File: src/rtl/mod_counter_bank.sv
`default_nettype none
//------------------------------------------------------------------------------
// Module   : mod_counter_bank
// Function : NCH independent up/down modulo counters sharing one terminal count
//            MAX. Each channel has a synchronous load, a wrap pulse and a sticky
//            load-error flag.
// Revision : 1.0
//------------------------------------------------------------------------------
module mod_counter_bank #(
  parameter int W   = 10,
  parameter int NCH = 4,
  parameter int MAX = 2**(W-1)-1,
  parameter int SAT = 0
) (
  input  logic             clk,
  input  logic             rst_n,
  input  logic [NCH-1:0]   en,
  input  logic [NCH-1:0]   up,
  input  logic [NCH-1:0]   load,
  input  logic [NCH*W-1:0] load_val,
  input  logic             err_clr,
  output logic [NCH*W-1:0] count,
  output logic [NCH-1:0]   wrap,
  output logic [NCH-1:0]   load_err
);

  localparam logic [W-1:0] C_MAX = W'(MAX);
  localparam logic [W-1:0] C_ONE = W'(1);

  for (genvar i = 0; i < NCH; i++) begin : g_ch
    logic [W-1:0] r_cnt;
    logic [W-1:0] w_cnt_nxt;
    logic [W-1:0] w_ld_val;
    logic         r_wrap;
    logic         w_wrap_nxt;
    logic         r_err;
    logic         w_bad_load;

    assign w_ld_val   = load_val[i*W +: W];
    assign w_bad_load = load[i] && (w_ld_val > C_MAX);

    // Terminal tests use equality so MAX == 2**W-1 never needs a carry bit.
    always_comb begin
      w_cnt_nxt  = r_cnt;
      w_wrap_nxt = 1'b0;
      if (load[i]) begin
        if (!w_bad_load) w_cnt_nxt = w_ld_val;
      end else if (en[i]) begin
        if (up[i]) begin
          if (r_cnt == C_MAX) begin
            w_cnt_nxt  = (SAT != 0) ? C_MAX : '0;
            w_wrap_nxt = 1'b1;
          end else begin
            w_cnt_nxt  = r_cnt + C_ONE;
          end
        end else begin
          if (r_cnt == '0) begin
            w_cnt_nxt  = (SAT != 0) ? '0 : C_MAX;
            w_wrap_nxt = 1'b1;
          end else begin
            w_cnt_nxt  = r_cnt - C_ONE;
          end
        end
      end
    end

    always_ff @(posedge clk or negedge rst_n) begin
      if (!rst_n) begin
        r_cnt  <= '0;
        r_wrap <= 1'b0;
        r_err  <= 1'b0;
      end else begin
        r_cnt  <= w_cnt_nxt;
        r_wrap <= w_wrap_nxt;
        // A bad load on the same edge as err_clr leaves the flag set.
        if (w_bad_load)   r_err <= 1'b1;
        else if (err_clr) r_err <= 1'b0;
      end
    end

    assign count[i*W +: W] = r_cnt;
    assign wrap[i]         = r_wrap;
    assign load_err[i]     = r_err;

`ifdef FORMAL
    logic r_first = 1'b1;

    always @(posedge clk) r_first <= 1'b0;

    always @(*) assume (!rst_n == r_first);

    always @(posedge clk) begin
      if (rst_n) begin
        assert (r_cnt <= C_MAX);
        if (r_wrap) assert ((r_cnt == '0) || (r_cnt == C_MAX));
        if (!r_first && $past(rst_n) && $past(r_err) && !$past(err_clr))
          assert (r_err);
      end
    end

    always @(posedge clk) begin
      if (rst_n) begin
        cover (r_cnt == C_MAX);
        cover (r_wrap && $past(up[i]) && $past(r_cnt == C_MAX));
        cover (r_wrap && !$past(up[i]) && $past(r_cnt == '0));
      end
    end
`endif
  end

endmodule
`default_nettype wire

File: config.mk
export PLATFORM = sky130hd
export DESIGN_NAME = mod_counter_bank
export DESIGN_NICKNAME = d
export VERILOG_FILES = /design/src/rtl/mod_counter_bank.sv
export SDC_FILE = /design/constraint.sdc
export NUM_CORES = 1
export LEC_CHECK = 0
export ABC_AREA = 1
export BUFFER_PORTS_ARGS = -buffer_cell sky130_fd_sc_hd__buf_2
export CAP_MARGIN = 25
export CORE_MARGIN = 2
export CORE_UTILIZATION = 45
export CTS_BUF_LIST = sky130_fd_sc_hd__clkbuf_8
export CTS_CLUSTER_DIAMETER = 80
export DETAILED_ROUTE_END_ITERATION = 8
export PLACE_DENSITY = 0.65
export SYNTH_ARGS = -nofsm -noshare
export SYNTH_HDL_FRONTEND = slang
export SYNTH_SLANG_ARGS = --single-unit
File: constraint.sdc
create_clock -name clk -period 3.4 [get_ports clk]
set_input_delay 0.68 -clock clk [delete_from_list [all_inputs] [get_ports clk]]
set_output_delay 0.68 -clock clk [all_outputs]
set_load 0.05 [all_outputs]
Word-level counts from Yosys, hierarchy flattened
Cells that the tools add are included.
- add/sub/neg operators: 8
- reductions and logical operators: 20
- equality and inequality tests: 8
- multiplexer cells: 49
- magnitude comparators: 4
- operator list (kind ; count):
    2-to-1 mux 10 bit ; 24
    adder 10 x 1 -> 10 bit, second input constant ; 4
    equality test 10 x 9 -> 1 bit, second input constant ; 4
    greater-than comparator 10 x 9 -> 1 bit, second input constant ; 4
    zero test 10 bit ; 4
    subtractor 10 x 1 -> 10 bit, second input constant ; 4
    2-to-1 mux 1 bit ; 25
    nonzero test 2 bit ; 8
    inequality test 2 bit, second input constant ; 4
    AND reduction 2 bit ; 4
    logical AND 1 bit ; 4
- flip-flop bits (word level): 48
- output and inout port bits: 48
- logic and storage cells: 101
- input bits: 55

Longest topological paths before layout
- depth after elaboration: 5
- mapped depth: 11
- mapped depth without buffers: 11

Worst setup path before layout
Ideal clock, no wire load.
- path type: flip-flop to flip-flop
- start point: register g_ch[0].r_cnt[0]
- end point: register g_ch[0].r_cnt[4]
- setup slack: 1571 ps
- clock period less this slack: 1829 ps
- setup time: 127 ps
- required time: 3273 ps
- data arrival time: 1701 ps
- buffers on the path: 1
- cell stages (with the launch flop): 10
- cells stage by stage: dfrtp_1 > clkbuf_2 > inv_1 > ha_1 > nand2_2 > nor2_1 > o21ai_0 > nand3_1 > nand2_1 > o21ai_0
- longest elaborated chain between the ends: 5
- elaborated cells on any way between the ends: 9
- those cells by class: add/sub (2); eq/ne (1); mux (5); reduce/logical (1)
- ends and longest elaborated chain (what ; line ; text):
    from (decl) ; 31 ; logic [W-1:0] r_cnt;
    from (signal assigned) ; 73 ; r_cnt <= w_cnt_nxt;
    subtractor 10 x 1 -> 10 bit, or another cell as far along ; 61 ; w_cnt_nxt = r_cnt - C_ONE;
    2-to-1 mux 10 bit (on tied branches) ; 57, 50 ;
    2-to-1 mux 10 bit * ; 49 ; if (up[i]) begin
    2-to-1 mux 10 bit * ; 48 ; end else if (en[i]) begin
    2-to-1 mux 10 bit * ; 46 ; if (load[i]) begin
Every way passes the cells marked *; elsewhere a longest branch is shown, timed or not. The select of a mux whose other input is x is not followed.
A chain may end at the register's enable or synchronous reset.

Final worst setup path
- start point: register g_ch[1].r_cnt[2]
- end point: output port count[12]
- RTL lines (what ; line ; text):
    from (decl) ; 31 ;
    from (signal assigned) ; 73 ;
    to (decl) ; 22 ; output logic [NCH*W-1:0] count,
No word-level cell between the ends.

==> results_dict.tcl <==
set metrics [dict create \
    cp.depth 1 \
    p_leak_nw 2.82 \
    drv_cap 0 \
    endpoint_kind "primary output" \
    yosysWarnings 0 \
    multi_input_area_mm2 0.00290 \
    core-area_mm2 0.0102 \
    io_pins 103 \
    synthCells 812 \
    dp_cells 1018 \
    overflow 0 \
    cp-start-kind "register" \
    post-route-period-util 0.556 \
    min_period_ns 1.89 \
    path_cells "buf_2" \
    final-max-slew-violation-count 0 \
    drc 0 \
    ant_nets 0 \
    min_path_type "input pin to asynchronous set/reset pin" \
    drt-pass1-iter-count 4 \
    rows 37 \
    synth_fp_nets 875 \
    crit_arrival_ns 1.21 \
    synth-adder-area-share 0.0215 \
    path_clk_slew_ns 0.10 \
    final_cell_area_mm2 0.00521 \
    seq_area_frac_synth 0.258 \
    postCtsHoldBufs 0 \
    first_iter_violations 253 \
    syn_to_final_growth_pct 12.1 \
    synth_simple_gate_area_frac 0.520 \
    clock_path_buffers 2 \
    syn_area_per_cell_um2 5.72 \
    cpMaxStageDelayCell "dfrtp_1" \
    antenna_cells 0 \
    fin_tns_setup_ns 0 \
    max_stage_delay_ns 0.57 \
    grt_pass1_wl_mm 22.1 \
    die_area_mm2 0.0112 \
    yosysUniqueCellTypes 35 \
    worstSetupPathType "register to primary output" \
    ir_drop_uv 199 \
    dpl_cell_area_mm2 0.00512 \
    clk_latency_ns 0.31 \
    ys_ff_latch 48 \
    cts_tree "yes" \
    ctsHtreeMaxLevel 2 \
    setup_viol 0 \
    portBuffers 102 \
    fin_util 0.512 \
    hold_violations 0 \
    critPathBufInv 1 \
    antenna_found_initial 0 \
    grt_max_degree 32 \
    cts_root_buffer "clkbuf_8" \
    rsz0062_at_grt "false" \
    via_count 5208 \
    maxSlewHeadroom 0.342 \
    die_y_um 106 \
    synth_top_family_by_area "simple AND/OR/NAND/NOR gates" \
    finalNetCount 952 \
    post-dp-hpwl_mm 10.0 \
    ff_latch_area_mm2 0.00120 \
    synth_area_mm2 0.00465 \
    initial_core_util 0.456 \
    wire_per_inst_um 12.7 \
    via_per_inst 5.08 \
    max_freq_mhz 529 \
    instances_no_fill 1026 \
    rr_worst_depth 10 \
    n_fill_cell 1099 \
    clock_sinks 48 \
    cts_made_buffers 5 \
    routed_wl_mm 13.1 \
    post_cts_resized 0 \
    worstMarginPinSlew_ns 0.980 \
    grt_pass1_vias 4774 \
    gp_congestion 0.928 \
    drive_gt1_frac 0.175 \
    crit_fanout 9 \
    status "complete, no violations" \
    critPathRequiredTime_ns 2.72 \
    synth_xor_area_frac 0.00942 \
    fin_ws_ns 1.51 \
    power_density_mw_per_mm2 437 \
    synthMuxAreaShare 0 \
    post-cts-setup-buffers 0 \
    synth-compound-area-share 0.0732 \
    hold_slack_ns 0.289 \
    die_w_um 106 \
    finalPower_mw 2.28 \
    cp_top_family "flip-flops" \
    track_usage 0.241 \
    clock_skew_ns 0.0127 \
    post-place-ws_ns 1.21 \
]
## worst paths after layout
check / startpoint / endpoint / slack (ns)
worst min-delay path: rst_n / g_ch[1].r_cnt[6]$_DFFE_PN0P_ / 0.29
worst max register to register: g_ch[3].r_cnt[0]$_DFFE_PN0P_ / g_ch[3].r_cnt[7]$_DFFE_PN0P_ / 1.55
max in group asynchronous: rst_n / g_ch[2].r_cnt[4]$_DFFE_PN0P_ / 2.30
worst max-delay path: g_ch[1].r_cnt[2]$_DFFE_PN0P_ / count[12] / 1.51
worst min register to register: g_ch[2].r_err$_DFFE_PN0P_ / g_ch[2].r_err$_DFFE_PN0P_ / 0.52
min in group clk: g_ch[2].r_err$_DFFE_PN0P_ / g_ch[2].r_err$_DFFE_PN0P_ / 0.52
## report_power, final
part	switching [mW]	internal, mW	leakage [nW]
clock network	0.205	0.161	0.0538
logic	0.774	0.316	2.17
registers	0.177	0.646	0.598
total	1.16	1.12	2.82
## cells by family after synthesis
logic type,Yosys count
flip-flops,48
XOR/XNOR,5
AO/OA/AOI/OAI,65
buffers and inverters,117
AND/OR/NAND/NOR,569
adder cells (fa/ha/maj),8
## Yosys cell counts (all sizes together)
library cell,number,area (um2)
nand2,291,1110
nor2,166,676
nand3,91,493
inv,78,295
o21ai,51,255
dfrtp,48,1200
buf,33,223
ha,8,100
nand4,8,50.1
a21oi,7,35.0
nor3,7,40.0
xor2,4,35.0
clkbuf,3,15.0
clkinv,3,12.5
o211ai,3,22.5
nand3b,2,15.0
o22ai,2,12.5
or2,2,12.5
a21o,1,7.51
and2,1,8.76
nor4,1,12.5
o31ai,1,7.51
xnor2,1,8.76
## layer usage
layer / global-route usage / wire, um / up-vias
li1: - / - / 2692
met2: 0.407 / 6110 / 168
met4: 0.0667 / 166 / 0
met3: 0.0309 / 837 / 15
met5: 0 / 0 / -
met1: 0.326 / 5950 / 2333
## layout make-up
cell class	instances	area share
Multi-Input combinational cell	647	0.557
Sequential cell	48	0.230
Timing Repair Buffer	106	0.104
Inverter	81	0.0591
Tap cell	136	0.0327
Clock buffer	6	0.0158
Clock inverter	2	0.00144
## flip-flops by register name, summed over array words and instances, names as in the netlist
signal,count
g_ch.r_cnt,40
g_ch.r_err,4
g_ch.r_wrap,4
## layout by cell type (no fill, tap or decap), types with 5 or more instances in the layout
cell type,instances
nand2_1,284
nor2_1,151
buf_2,102
nand3_1,85
inv_1,70
dfrtp_1,48
o21ai_0,47
nor2_2,12
inv_2,9
nand4_1,8
ha_1,8
a21oi_1,7
nand2_2,7
nor3_1,6
clkbuf_8,6
nand3_2,5
Note: power is estimated with default switching activity, not from simulation.
